`config.mk`:
```
export PLATFORM = sky130hd
export DESIGN_NAME = fifo_push_arb
export DESIGN_NICKNAME = d
export VERILOG_FILES = /design/src/rtl/fifo_push_arb.sv
export SDC_FILE = /design/constraint.sdc
export NUM_CORES = 1
export LEC_CHECK = 0
export BUFFER_PORTS_ARGS = -buffer_cell sky130_fd_sc_hd__buf_2
export CORE_AREA = 2 2 95 97
export CTS_BUF_LIST = sky130_fd_sc_hd__clkbuf_4 sky130_fd_sc_hd__clkbuf_8 sky130_fd_sc_hd__clkbuf_16
export DETAILED_ROUTE_END_ITERATION = 7
export DIE_AREA = 0 0 97 99
export PLACE_DENSITY = 0.65
export SLEW_MARGIN = 20
export SYNTH_ARGS = -nofsm -noshare
export SYNTH_HDL_FRONTEND = slang
export SYNTH_SLANG_ARGS = --single-unit
```
`constraint.sdc`:
```
create_clock -name clk_i -period 6.2 [get_ports clk_i]
set_input_delay 0.93 -clock clk_i [delete_from_list [all_inputs] [get_ports clk_i]]
set_output_delay 0.93 -clock clk_i [all_outputs]
set_load 0.05 [all_outputs]
```
`src/rtl/fifo_push_arb.sv`:
```
`default_nettype none
// fifo_push_arb: round-robin push arbiter with burst lock and lock timeout for one FIFO push port.
// Optional per-requester beat counters: define FIFO_PUSH_ARB_STATS_EN. Rev 1.0
module fifo_push_arb #(
  parameter int NUM_REQ = 4,
  parameter int DATA_W  = 32,
  parameter int LOCK_TO = 16
) (
  input  logic                       clk_i,
  input  logic                       rst_i,
  input  logic [NUM_REQ-1:0]         req_valid_i,
  input  logic [NUM_REQ-1:0]         req_lock_i,
  input  logic [NUM_REQ*DATA_W-1:0]  req_data_i,
  output logic [NUM_REQ-1:0]         req_ready_o,
  output logic                       push_o,
  output logic [DATA_W-1:0]          data_o,
  input  logic                       full_i,
  output logic [$clog2(NUM_REQ)-1:0] grant_o,
  output logic                       locked_o,
  input  logic                       stat_clr_i,
  output logic [NUM_REQ*16-1:0]      stat_cnt_o
);

  localparam int GW = $clog2(NUM_REQ);

  typedef enum logic [0:0] {
    IDLE = 1'b0,
    LOCK = 1'b1
  } state_t;

  state_t        state;
  logic [GW-1:0] rr_ptr;
  logic [GW-1:0] owner;
  logic [7:0]    to_cnt;

  logic [GW-1:0] scan_idx;
  logic          scan_hit;
  logic [GW-1:0] grant;
  logic          sel_valid;
  logic          sel_lock;

  function automatic logic [GW-1:0] next_idx(input logic [GW-1:0] p);
    return (p == GW'(NUM_REQ - 1)) ? '0 : p + 1'b1;
  endfunction

  // Circular search for the first valid requester starting at rr_ptr.
  always_comb begin
    int idx;
    idx      = 0;
    scan_hit = 1'b0;
    scan_idx = '0;
    for (int i = 0; i < NUM_REQ; i++) begin
      idx = int'(rr_ptr) + i;
      if (idx >= NUM_REQ) idx = idx - NUM_REQ;
      if (!scan_hit && req_valid_i[idx]) begin
        scan_hit = 1'b1;
        scan_idx = idx[GW-1:0];
      end
    end
  end

  always_comb begin
    grant     = '0;
    sel_valid = 1'b0;
    if (state == LOCK) begin
      grant     = owner;
      sel_valid = req_valid_i[owner];
    end else if (scan_hit) begin
      grant     = scan_idx;
      sel_valid = 1'b1;
    end
    sel_lock = req_lock_i[grant];
  end

  // Reset gates the push path combinationally so nothing transfers while rst_i is high.
  assign push_o   = sel_valid & ~full_i & ~rst_i;
  assign grant_o  = grant;
  assign locked_o = (state == LOCK);
  assign data_o   = req_data_i[int'(grant)*DATA_W +: DATA_W];

  always_comb begin
    req_ready_o        = '0;
    req_ready_o[grant] = push_o;
  end

  always_ff @(posedge clk_i or posedge rst_i) begin
    if (rst_i) begin
      state  <= IDLE;
      rr_ptr <= '0;
      owner  <= '0;
      to_cnt <= '0;
    end else if (!full_i) begin
      if (state == IDLE) begin
        if (push_o) begin
          if (sel_lock) begin
            state  <= LOCK;
            owner  <= grant;
            to_cnt <= '0;
          end else begin
            rr_ptr <= next_idx(grant);
          end
        end
      end else begin
        if (push_o) begin
          if (sel_lock) begin
            to_cnt <= '0;
          end else begin
            state  <= IDLE;
            rr_ptr <= next_idx(owner);
            to_cnt <= '0;
          end
        end else if (to_cnt == 8'(LOCK_TO - 1)) begin
          // Owner went silent long enough: abandon the burst.
          state  <= IDLE;
          rr_ptr <= next_idx(owner);
          to_cnt <= '0;
        end else begin
          to_cnt <= to_cnt + 8'd1;
        end
      end
    end
  end

`ifdef FIFO_PUSH_ARB_STATS_EN
  generate
    for (genvar k = 0; k < NUM_REQ; k++) begin : g_stat
      logic [15:0] cnt;
      always_ff @(posedge clk_i or posedge rst_i) begin
        if (rst_i) begin
          cnt <= '0;
        end else if (stat_clr_i) begin
          cnt <= '0;
        end else if (req_ready_o[k] && (cnt != 16'hFFFF)) begin
          cnt <= cnt + 16'd1;
        end
      end
      assign stat_cnt_o[k*16 +: 16] = cnt;
    end
  endgenerate
`else
  logic unused_stat_clr;
  assign unused_stat_clr = stat_clr_i;
  assign stat_cnt_o      = '0;
`endif

endmodule
`default_nettype wire

```
After elaboration in Yosys (flattened, before gate mapping)
Cells that the tools add are included.

Bits in registers: 13. Bits of input ports: 140. Output and inout bits: 104. Word-level logic and storage cells: 102.

Add/subtract/negate cells: 10. Order comparisons: 11. Equal/unequal tests: 5. Shift-type cells: 1. Multiplexer cells: 52. Bitwise operators: 6. Reduce and logical (&&, ||, !) cells: 13.

Operator list (count): 32-bit by 4-bit less-than comparator with 1-bit output (second input constant) (4); 32-bit 2-to-1 mux (4); 128-bit by 8-bit variable part select with 32-bit output (1); 8-bit 2-to-1 mux (5); 2-bit 2-to-1 mux (14); 1-bit 2-to-1 mux (22); 1-bit binary-select mux with 2-bit select (6); 3-bit by 3-bit subtractor with 4-bit output (second input constant) (3); 3-bit greater-or-equal comparator (second input constant) (3); 8-bit by 1-bit adder with 8-bit output (second input constant) (1); 8-bit by 4-bit equality test with 1-bit output (second input constant) (1); 2-bit by 2-bit adder with 3-bit output (second input constant) (2); 2-bit by 3-bit less-than comparator with 1-bit output (second input constant) (2); 2-bit nonzero test (3); 5-bit AND reduction (1); 2-bit by 1-bit adder with 2-bit output (second input constant) (2); 4-bit AND (1); 2-bit equality test (second input constant) (2); 1-bit logical AND (4); 2-bit != test (second input constant) (2); 4-bit AND reduction (1); 2-bit by 3-bit subtractor with 4-bit output (second input constant) (1); 2-bit by 1-bit adder with 3-bit output (second input constant) (1); 2-bit by 3-bit greater-or-equal comparator with 1-bit output (second input constant) (1); other kinds (6) (11).

Logic depth before layout (Yosys ltp)
Gate-level depths: netlist (run 1).

Depth after elaboration: 22. Gate-level depth with buffers: 11. Depth with buffers taken out: 10.

Least setup slack after synthesis (run 1)
Ideal clock, no wire load.

Path kind: input to output. Start: in req_valid_i[0]. End: out req_ready_o[3]. Arrival time: 3086 ps. Required time: 5270 ps. Slack: 2184 ps. Cell stages on the path: 9. Path buffers: 1. Cells stage by stage: nor2b_1 > a211o_1 > and2_1 > nor3_1 > a21oi_2 > buf_2 > inv_1 > ha_1 > and2_1.

Cells in the longest elaborated chain, start to end: 20. Elaborated cells on any way between the ends: 40. Those cells by class: order compare (2); mux (28); bitwise (3); reduce/logical (7).

RTL lines: start: declaration (RTL line 11) `input logic [NUM_REQ-1:0] req_valid_i,`; 1-bit binary-select mux with 2-bit select (RTL line 55) `if (!scan_hit && req_valid_i[idx]) begin`; 1-bit 2-to-1 mux (not written as such) (2 in series) (RTL line 55); 1-bit 2-to-1 mux (RTL line 55); 1-bit zero test (RTL line 55); 1-bit logical AND (RTL line 55); 1-bit 2-to-1 mux (RTL line 55); 1-bit zero test (RTL line 55); 1-bit logical AND (RTL line 55); (+4 left out); 2-bit 2-to-1 mux * (RTL line 68) `end else if (scan_hit) begin`; 2-bit 2-to-1 mux * (RTL line 65) `if (state == LOCK) begin`; via grant_o[0] (RTL line 18) `output logic [$clog2(NUM_REQ)-1:0] grant_o,`; 2-bit by 3-bit less-than comparator with 1-bit output (not written as such) / 2-bit by 1-bit greater-or-equal comparator with 1-bit output (equally long branches) (RTL line 83) `req_ready_o[grant] = push_o;`; 1-bit logical AND (not written as such) (RTL line 83); 1-bit 2-to-1 mux (not written as such) (RTL line 83); 1-bit demux with 2-bit select * (RTL line 83); 4-bit AND (no line) *; end: declaration (RTL line 14) `output logic [NUM_REQ-1:0] req_ready_o,`.

Mark *: on every way through the listed nets, which the timed path passes. The rest lies on a longest branch. The select of a mux whose other input is x is not followed.

Final worst setup path (run 1)
Start: in req_valid_i[0]. End: out data_o[6].

Cells in the longest elaborated chain, start to end: 16. Elaborated cells on any way between the ends: 29. Those cells by class: shift (1); mux (22); reduce/logical (6).

RTL lines: 1-bit binary-select mux with 2-bit select (RTL line 55); 1-bit 2-to-1 mux (not written as such) (2 in series) (RTL line 55); 1-bit 2-to-1 mux (RTL line 55); 1-bit zero test (RTL line 55); 1-bit logical AND (RTL line 55); 1-bit 2-to-1 mux (RTL line 55); 1-bit zero test (RTL line 55); 1-bit logical AND (RTL line 55); 1-bit 2-to-1 mux (RTL line 55); 1-bit zero test (RTL line 55); 1-bit logical AND (RTL line 55); 2-bit 2-to-1 mux / 1-bit 2-to-1 mux (equally long branches) (RTL line 55); 2-bit 2-to-1 mux * (RTL line 68); 2-bit 2-to-1 mux * (RTL line 65); 128-bit by 8-bit variable part select with 32-bit output * (RTL line 79) `assign data_o = req_data_i[int'(grant)*DATA_W +: DATA_W];`; end: declaration (RTL line 16) `output logic [DATA_W-1:0] data_o,`.

Every way passes the cells marked *; elsewhere a longest branch is shown, timed or not. The select of a mux whose other input is x is not followed.

==> flow_metrics.env, run 1 <==
export IMPL_fin_tns_setup_ns=0
export IMPL_yosysSeqAreaShare_pct=13.8
export IMPL_worstPathRequired_ns=5.27
export IMPL_wl_per_cell_um=16.5
export IMPL_synth_async_reset_ratio_pct=100
export IMPL_crit_type="input port to primary output"
export IMPL_synth_top_family_by_area="multiplexers"
export IMPL_rows=34
export IMPL_cts_max_path_buffers=2
export IMPL_vias_per_cell=4.56
export IMPL_antenna_found_initial=0
export IMPL_skew_ns=0.00426
export IMPL_met2_usage_pct=30.1
export IMPL_muxShareOfSynthArea_pct=33.7
export IMPL_synth_edf_count=0
export IMPL_grt_max_degree=35
export IMPL_fillers=919
export IMPL_grt_pass1_wl_um=12800
export IMPL_syn_inst=241
export IMPL_hold_violations=0
export IMPL_cts_tree="yes"
export IMPL_via_count=2382
export IMPL_ios=244
export IMPL_relSlewSlack_pct=53.4
export IMPL_drt_antenna_violating_nets=0
export IMPL_path_clk_slew_ns=0.05
export IMPL_use_met1_pct=21.2
export IMPL_hold_buffers=0
export IMPL_finalCritPeriodShare_pct=70.2
export IMPL_synth_cell_type_count=49
export IMPL_synth_simple_area_share_pct=14.6
export IMPL_initial_core_util_pct=27.5
export IMPL_cp_arrival_ns=3.43
export IMPL_cap_violations=0
export IMPL_fmax_ghz=0.230
export IMPL_dieArea_um2=9600
export IMPL_dp_hpwl_um=7650
export IMPL_syn_cell_area_um2=2350
export IMPL_worst_pin_slew_ns=0.698
export IMPL_port_buffers=178
export IMPL_worstSetupEndpointType="primary output"
export IMPL_worstSkewPairLatency_ns=0.24
export IMPL_dr_pass1_iters=4
export IMPL_ys_flop_type="dfrtp_1"
export IMPL_outcome="completed"
export IMPL_cts_repair_resized=0
export IMPL_crit_fanout=26
export IMPL_global_route_peak_usage_layer="met2"
export IMPL_post_cts_buffers=0
export IMPL_yosysWarnings=0
export IMPL_root_buffer="clkbuf_8"
export IMPL_setup_violations_final=0
export IMPL_die_height_um=99
export IMPL_worstHoldPathType="flop to flop"
export IMPL_cts_buffers_inserted=3
export IMPL_irDropWorstVdd_mv=0.189
export IMPL_synth_compound_gate_area_share_pct=9.95
export IMPL_rsz0062_at_grt="false"
export IMPL_leakagePower_nw=1.64
export IMPL_nNetsFinal=559
export IMPL_wirelength_um=8620
export IMPL_grt_util_all_layers_pct=16.8
export IMPL_die_width_um=97
export IMPL_gp_congestion=0.894
export IMPL_syn_area_per_cell_um2=9.76
export IMPL_synthToLayoutAreaGrowth_pct=34.1
export IMPL_ys_ff_latch=13
export IMPL_drc_errors=0
export IMPL_gr_total_overflow=0
export IMPL_coreArea_um2=8550
export IMPL_drtIter0Drc=116
export IMPL_htreeDepth=1
export IMPL_synth_xor_area_share_pct=0.745
export IMPL_synth_adder_area_share_pct=2.66
export IMPL_grt_pass1_vias=2341
export IMPL_maxSlewViolCount=0
export IMPL_numClockSinks=13
export IMPL_utilization_pct=36.9
export IMPL_drive_gt1_share_pct=55.2
export IMPL_power_density_nw_per_um2=569
export IMPL_start_kind="input port"
export IMPL_grt_use_met3_pct=4.40
export IMPL_finalCriticalPeriod_ns=4.36
-- cell usage in the layout, fill, tap and decap left out, types with 4 or more instances in the layout --
master / synthesis / layout
nor2_1: 11 / 11
mux4_2: 33 / 33
nand2b_1: 4 / 4
conb_1: 1 / 64
ha_1: 5 / 5
nand2_1: 17 / 17
o21ai_0: 9 / 9
nand3_1: 6 / 6
dfrtp_1: 13 / 13
nor3_1: 4 / 4
and2_1: 6 / 6
inv_1: 9 / 9
buf_2: 3 / 178
-- logic make-up (layout without fill, tap and decap cells) --
family	after synthesis	after routing
XOR/XNOR	2	2
adder cells (fa/ha/maj)	5	5
multiplexers	37	37
AND/OR/NAND/NOR	66	66
other	1	65
flip-flops	13	13
buffers and inverters	85	194
AO/OA/AOI/OAI	32	32
-- through the flow --
stage / cells / setup WS, ns / cell area, um^2 / hold WS (ns) / power [W]
global route: 521 / 1.62 / 3150 / 0.596 / 0.00189
finish: 522 / 1.84 / 3150 / 0.568 / 0.00179
floorplan: 304 / 2.18 / 2590 / 0.530 / 0.00145
global placement: 517 / 1.84 / 3100 / 0.549 / 0.00172
detailed placement: 517 / 1.77 / 3100 / 0.561 / 0.00173
CTS: 521 / 1.77 / 3150 / 0.568 / 0.00181
-- registers in the layout (all words and copies together), names as in the netlist --
| signal | cells |
|---|---|
| to_cnt | 8 |
| locked_o | 1 |
| rr_ptr | 2 |
| owner | 2 |
-- path summary, 6_finish.rpt --
path	startpoint	end	slack [ns]	depth (start not counted)
setup / recovery	req_valid_i[0]	data_o[6]	1.84	9
hold / removal	to_cnt[1]	to_cnt[1]	0.57	2
setup reg to reg	owner[0]	rr_ptr[1]	3.31	7
hold reg to reg	to_cnt[1]	to_cnt[1]	0.57	2
max in group asynchronous	rst_i	rr_ptr[0]	5.10	2
min in group asynchronous	rst_i	to_cnt[4]	0.75	2
-- worst max-delay path: stages --
cell	delay [ns]
buf_2	0.11
nor2b_1	0.19
a211o_1	0.16
and2_1	0.17
nor3_1	0.08
a21oi_4	0.42
buf_4	0.51
mux4_2	0.59
buf_2	0.23
-- Yosys cell counts, types with 2 or more instances --
cell / number / area (um^2)
buf_4: 64 / 480
mux4_2: 33 / 743
nand2_1: 17 / 63.8
dfrtp_1: 13 / 325
nor2_1: 11 / 41.3
inv_1: 9 / 33.8
o21ai_0: 9 / 45.0
and2_1: 6 / 37.5
nand3_1: 6 / 30.0
ha_1: 5 / 62.6
clkbuf_1: 4 / 15.0
nand2b_1: 4 / 25.0
nor3_1: 4 / 20.0
and3_1: 3 / 18.8
buf_2: 3 / 15.0
mux2_2: 3 / 33.8
nor2b_1: 3 / 18.8
or4_1: 3 / 22.5
a2111oi_0: 2 / 17.5
a211oi_1: 2 / 15.0
a21o_2: 2 / 17.5
a21oi_1: 2 / 10.0
a221o_1: 2 / 20.0
buf_1: 2 / 7.51
nor4_1: 2 / 12.5
o32ai_1: 2 / 17.5
or2_2: 2 / 12.5
xnor2_1: 2 / 17.5
-- final cells by class --
class	count	area (um^2)	share of cell area, %
Antenna cell	1	2.50	0.0794
Clock buffer	4	48.8	1.55
Inverter	10	37.5	1.19
Multi-Input combinational cell	206	1700	53.8
Sequential cell	13	325	10.3
Tap cell	108	135	4.29
Timing Repair Buffer	180	906	28.7
-- where the power goes --
part	switching (W)	internal (W)
Sequential	0.0000567	0.000114
Clock	0.0000303	0.0000497
Combinational	0.00105	0.000489
Total	0.00114	0.000653
-- layer usage --
| layer | vias up | part of all wire [%] |
|---|---|---|
| li1 | 1113 | - |
| met1 | 1159 | 39 |
| met2 | 108 | 52 |
| met3 | 2 | 8.9 |
| met4 | 0 | 0.39 |
| met5 | - | 0 |
No activity file was read; power rests on OpenSTA's default activity.
==> inputs of run 2 (changes only) <==
==> constraint.sdc (replaced) <==
create_clock -name clk_i -period 4.2 [get_ports clk_i]
set_input_delay 0.63 -clock clk_i [delete_from_list [all_inputs] [get_ports clk_i]]
set_output_delay 0.63 -clock clk_i [all_outputs]
set_load 0.05 [all_outputs]
==> run 2 against run 1 <==
First-iteration DRC count is 28% higher. Critical endpoint is now data_o[30]. Non-clock buffer count is 2 higher. Register-to-register slack worse by 2.0 ns. Count of clock-buffer cells in the layout stayed put. Worst setup slack worse by 1.2 ns.
==> flow_metrics.env, run 2 (same netlist as run 1, synthesis figures left out) <==
export IMPL_power_frac_seq_pct=8.5
export IMPL_dp_cells=519
export IMPL_reg_top3="to_cnt: 8 flops, owner: 2 flops, rr_ptr: 2 flops"
export IMPL_hold_violations=0
export IMPL_via_count=2471
export IMPL_start_kind="input port"
export IMPL_fin_cells=524
export IMPL_cap_violations=0
export IMPL_startpoint="req_valid_i[2]"
export IMPL_cp_arrival_ns=2.96
export IMPL_irDropWorstVdd_mv=0.282
export IMPL_post_cts_buffers=0
export IMPL_wirelength_um=8720
export IMPL_r2r_cells=7
export IMPL_grt_pass1_wl_um=12900
export IMPL_rsz0062_at_grt="false"
export IMPL_worstHoldPathType="input port to asynchronous set/reset pin"
export IMPL_leakagePower_nw=1.65
export IMPL_fin_tns_setup_ns=0
export IMPL_htreeDepth=1
export IMPL_p_int_w=0.000980
export IMPL_net_switching_power_w=0.00170
export IMPL_drtIter0Drc=149
export IMPL_cts_max_path_buffers=2
export IMPL_path_clk_slew_ns=0.05
export IMPL_relSlewSlack_pct=65.0
export IMPL_drc_errors=0
export IMPL_setup_violations_final=0
export IMPL_root_buffer="clkbuf_8"
export IMPL_worstPathRequired_ns=3.57
export IMPL_cts_tree="yes"
export IMPL_die_height_um=99
export IMPL_finalCritPeriodShare_pct=85.6
export IMPL_worstSkewPairLatency_ns=0.24
export IMPL_ff2ff_setup_slack_ns=1.32
export IMPL_r2r_start="owner[0]"
export IMPL_crit_type="input port to primary output"
export IMPL_layout_commonest_cell="buf_2"
export IMPL_power_density_nw_per_um2=846
export IMPL_rows=34
export IMPL_initial_core_util_pct=27.5
export IMPL_finalCriticalPeriod_ns=3.59
export IMPL_port_buffers=178
export IMPL_layout_common_cells="buf_2, conb_1, mux4_2"
export IMPL_largest_reg_flops=8
export IMPL_die_width_um=97
export IMPL_comb_power_share_pct=87.1
export IMPL_outcome="completed"
export IMPL_ios=244
export IMPL_dieArea_um2=9600
export IMPL_fmax_ghz=0.278
export IMPL_max_flop_register="to_cnt"
export IMPL_drt_antenna_violating_nets=0
export IMPL_coreArea_um2=8550
export IMPL_nNetsFinal=561
export IMPL_swShare_pct=63.4
export IMPL_numClockSinks=13
export IMPL_grt_max_degree=36
export IMPL_cts_buffers_inserted=3
export IMPL_crit_fanout=15
export IMPL_skew_ns=0.00125
export IMPL_antenna_found_initial=0
export IMPL_drive_gt1_share_pct=55.4
export IMPL_maxSlewViolCount=0
export IMPL_grt_pass1_vias=2343
export IMPL_gp_congestion=0.948
export IMPL_synthToLayoutAreaGrowth_pct=34.8
export IMPL_grt_util_all_layers_pct=17.0
export IMPL_worstSetupEndpointType="primary output"
export IMPL_wl_per_cell_um=16.6
export IMPL_vias_per_cell=4.72
export IMPL_dr_pass1_iters=4
export IMPL_hold_buffers=0
export IMPL_cts_repair_resized=0
export IMPL_gr_total_overflow=0
export IMPL_clock_power_share_pct=4.4
export IMPL_worst_pin_slew_ns=0.525
export IMPL_dp_hpwl_um=7630
[run 2: cell count changes in the layout (fill, tap and decap cells not counted), sizes merged]
cell / change
buf: +2
[run 2: final timing paths]
path,end
max,data_o[30]
min,to_cnt[5]
max reg2reg,rr_ptr[1]
min reg2reg,to_cnt[0]
max in group asynchronous,owner[0]
min in group clk_i,to_cnt[0]
[run 2: cell type report]
| cell class | instances | area [um^2] |
|---|---|---|
| inverters | 10 | 37.5 |
| flip-flops and latches | 13 | 325 |
| well taps | 108 | 135 |
| multi-input cells | 206 | 1700 |
| fillers | 890 | 5380 |
| repair buffers | 182 | 921 |
| clock buffers | 4 | 48.8 |
| diodes | 1 | 2.50 |
[run 2: critical path, cell delays in order]
cell      delay, ns
buf_2          0.12
inv_1          0.06
o221ai_1       0.24
and2_1         0.22
nor3_1         0.09
a21oi_4        0.41
buf_4          0.38
mux4_2         0.57
buf_2          0.24
[run 2: power by group through the flow]
stage          sequential, W  combinational, W  clock, W
4_1_cts             0.000225           0.00235  0.000125
2_1_floorplan       0.000223           0.00192         0
5_1_grt             0.000235           0.00246  0.000133
3_3_place_gp        0.000225           0.00232         0
6_report            0.000227           0.00233  0.000119
3_5_place_dp        0.000227           0.00235         0
[run 2: stage by stage]
step | hold WS [ns] | util (%) | power, W | instance area [um^2] | setup WS, ns
after floorplan | 0.507 | - | 0.00214 | 2590 | 0.784
after global placement | 0.549 | 36.5 | 0.00254 | 3120 | 0.641
after CTS | 0.459 | 37.0 | 0.00270 | 3170 | 0.552
after global routing | 0.487 | 37.0 | 0.00283 | 3170 | 0.406
after detailed placement | 0.566 | 36.5 | 0.00258 | 3120 | 0.553
final | 0.452 | 37.1 | 0.00268 | 3170 | 0.607
[run 2: layer usage]
| layer | global-route usage [%] | part of all wire (%) |
|---|---|---|
| met1 | 22.8 | 39 |
| met2 | 29.2 | 52 |
| met3 | 3.76 | 9.4 |
| met4 | 1.95 | 0.39 |
| met5 | 0 | 0 |
==> inputs of run 3 (changes only) <==
--- a/config.mk
+++ b/config.mk
@@ -5,12 +5,13 @@
 export SDC_FILE = /design/constraint.sdc
 export NUM_CORES = 1
 export LEC_CHECK = 0
+export ABC_AREA = 1
 export BUFFER_PORTS_ARGS = -buffer_cell sky130_fd_sc_hd__buf_2
-export CORE_AREA = 2 2 95 97
+export CORE_MARGIN = 2
+export CORE_UTILIZATION = 30
 export CTS_BUF_LIST = sky130_fd_sc_hd__clkbuf_4 sky130_fd_sc_hd__clkbuf_8 sky130_fd_sc_hd__clkbuf_16
 export DETAILED_ROUTE_END_ITERATION = 7
-export DIE_AREA = 0 0 97 99
-export PLACE_DENSITY = 0.65
+export PLACE_DENSITY = 0.7
 export SLEW_MARGIN = 20
 export SYNTH_ARGS = -nofsm -noshare
 export SYNTH_HDL_FRONTEND = slang
==> run 3 against run 2 <==
Clock skew grew 0.0011 ns. Flip-flop and latch count unchanged. Fmax fell by 2.9%. Utilization rose by 2.6 points. Critical path depth is 3 higher. Count of clock-buffer cells in the layout unchanged. Global-route usage down 0.25 points. Synthesized area rose by 7.7%. Critical endpoint is now data_o[10].
==> flow_metrics.env, run 3 <==
export IMPL_fillers=913
export IMPL_die_height_um=95.9
export IMPL_synth_edf_count=0
export IMPL_worstSetupEndpointType="primary output"
export IMPL_coreArea_um2=8220
export IMPL_synthToLayoutAreaGrowth_pct=28.9
export IMPL_syn_area_per_cell_um2=5.97
export IMPL_worstSkewPairLatency_ns=0.24
export IMPL_root_buffer="clkbuf_8"
export IMPL_multiInputGateArea_um2=1720
export IMPL_drive_gt1_share_pct=34.6
export IMPL_port_buffers=178
export IMPL_r2r_start="rr_ptr[0]"
export IMPL_dp_hpwl_um=6610
export IMPL_wl_per_cell_um=11.8
export IMPL_initial_core_util_pct=30.8
export IMPL_layout_commonest_cell="buf_2"
export IMPL_dr_pass1_iters=5
export IMPL_path_clk_slew_ns=0.06
export IMPL_maxSlewViolCount=0
export IMPL_ys_flop_type="dfrtp_1"
export IMPL_gp_congestion=0.863
export IMPL_startpoint="rr_ptr[0]"
export IMPL_crit_fanout=42
export IMPL_cts_tree="yes"
export IMPL_layout_common_cells="buf_2, nor2_1, conb_1"
export IMPL_yosysWarnings=0
export IMPL_cp_arrival_ns=3.07
export IMPL_grt_util_all_layers_pct=16.8
export IMPL_rows=33
export IMPL_fmax_ghz=0.270
export IMPL_nNetsFinal=735
export IMPL_numClockSinks=13
export IMPL_outcome="completed"
export IMPL_synth_common_cells="nor2_1, buf_4, nand2_1"
export IMPL_via_count=3219
export IMPL_htreeDepth=1
export IMPL_syn_inst=424
export IMPL_reg_top3="to_cnt: 8 flops, owner: 2 flops, rr_ptr: 2 flops"
export IMPL_syn_cell_area_um2=2530
export IMPL_vias_per_cell=4.63
export IMPL_drtIter0Drc=65
export IMPL_grt_pass1_wl_um=12700
export IMPL_crit_end="data_o[10]"
export IMPL_finalCriticalPeriod_ns=3.70
export IMPL_grt_max_degree=43
export IMPL_worstPathRequired_ns=3.57
export IMPL_setup_violations_final=0
export IMPL_wirelength_um=8200
export IMPL_r2r_cells=15
export IMPL_worst_pin_slew_ns=0.581
export IMPL_synth_top_cell_area_share_pct=20.2
export IMPL_yosys_area_top_type="buf_4"
export IMPL_cts_repair_resized=0
export IMPL_use_met1_pct=20.2
export IMPL_global_route_peak_usage_layer="met2"
export IMPL_skew_ns=0.00236
export IMPL_cap_violations=0
export IMPL_synth_async_reset_ratio_pct=100
export IMPL_largest_reg_flops=8
export IMPL_grt_use_met3_pct=3.45
export IMPL_die_width_um=95.9
export IMPL_dieArea_um2=9190
export IMPL_yosysSeqAreaShare_pct=12.9
export IMPL_synth_cell_type_count=32
export IMPL_met2_usage_pct=30.8
export IMPL_synthTopCellsByArea="buf_4, dfrtp_1, nor2_1"
export IMPL_ff2ff_setup_slack_ns=1.36
export IMPL_hold_buffers=0
export IMPL_max_flop_register="to_cnt"
export IMPL_drt_antenna_violating_nets=0
export IMPL_ios=244
export IMPL_fin_tns_setup_ns=0
export IMPL_regToRegEndpoint="to_cnt[1]"
export IMPL_ys_ff_latch=13
export IMPL_finalCritPeriodShare_pct=88.1
export IMPL_start_kind="flop"
export IMPL_crit_type="flop to primary output"
export IMPL_grt_pass1_vias=2891
export IMPL_seqCellArea_um2=325
export IMPL_worstHoldPathType="input port to asynchronous set/reset pin"
export IMPL_relSlewSlack_pct=61.2
export IMPL_drc_errors=0
export IMPL_antenna_found_initial=1
export IMPL_cts_max_path_buffers=2
export IMPL_synth_most_common_cell="nor2_1"
export IMPL_gr_total_overflow=0
export IMPL_post_cts_buffers=0
export IMPL_rsz0062_at_grt="false"
export IMPL_hold_violations=0
export IMPL_cts_buffers_inserted=3
-- run 3: per-stage QoR --
step	setup WS, ns	cell area (um^2)	utilization, %	instances	hold WS (ns)
floorplan	0.696	2770	-	487	0.455
global placement	0.786	3210	39.1	690	0.484
detailed placement	0.708	3210	39.1	690	0.500
CTS	0.481	3260	39.7	694	0.444
global route	0.211	3260	39.7	695	0.476
finish	0.498	3260	39.7	695	0.418
-- run 3: how the worst min path moves through the flow --
stage                           end  slack, ns  cells past startpoint
after CTS                 to_cnt[7]       0.44                      2
after detailed placement  to_cnt[5]       0.50                      2
after global routing      to_cnt[7]       0.48                      2
final                     to_cnt[7]       0.42                      2
after global placement    to_cnt[5]       0.48                      2
after floorplan           to_cnt[5]       0.46                      2
-- run 3: area by class of cell --
class	count	share of cell area, %
multi-input combinational	363	52.6
timing repair buffer	183	28.8
sequential	13	9.97
tap	105	4.03
inverter	26	2.99
clock buffer	4	1.50
antenna	1	0.0767
-- run 3: logic make-up (layout without fill, tap and decap cells) --
logic type / count (synthesis) / in the layout / share of synthesized area, %
simple gates: 184 / 184 / 31.6
buf+inv: 111 / 213 / 28.7
compound gates: 106 / 106 / 22.8
flops: 13 / 13 / 12.9
fa+ha+maj: 5 / 5 / 2.47
xor+xnor: 4 / 4 / 1.38
other cells: 1 / 65 / 0.148
-- run 3: per-layer routing --
| layer | vias up | share of wire, % | wire length, um |
|---|---|---|---|
| li1 | 1615 | - | - |
| met1 | 1449 | 40 | 3260 |
| met2 | 143 | 52 | 4240 |
| met3 | 12 | 7.2 | 589 |
| met4 | 0 | 1.4 | 111 |
| met5 | - | 0 | 0 |
-- run 3: worst max-delay path, stage by stage, from the launching register on --
cell	delay (ns)
dfrtp_1	0.56
inv_2	0.13
nand2_1	0.12
nand2_2	0.07
nor2_2	0.15
nand2_1	0.08
nor3_2	0.19
nor2_2	0.11
nand2_4	0.28
buf_4	0.40
o21ai_0	0.15
o22ai_1	0.26
buf_2	0.31
Power of run 3 is not shown: default switching activity piles up to over one toggle a cycle in this logic, so the estimate is an artifact.
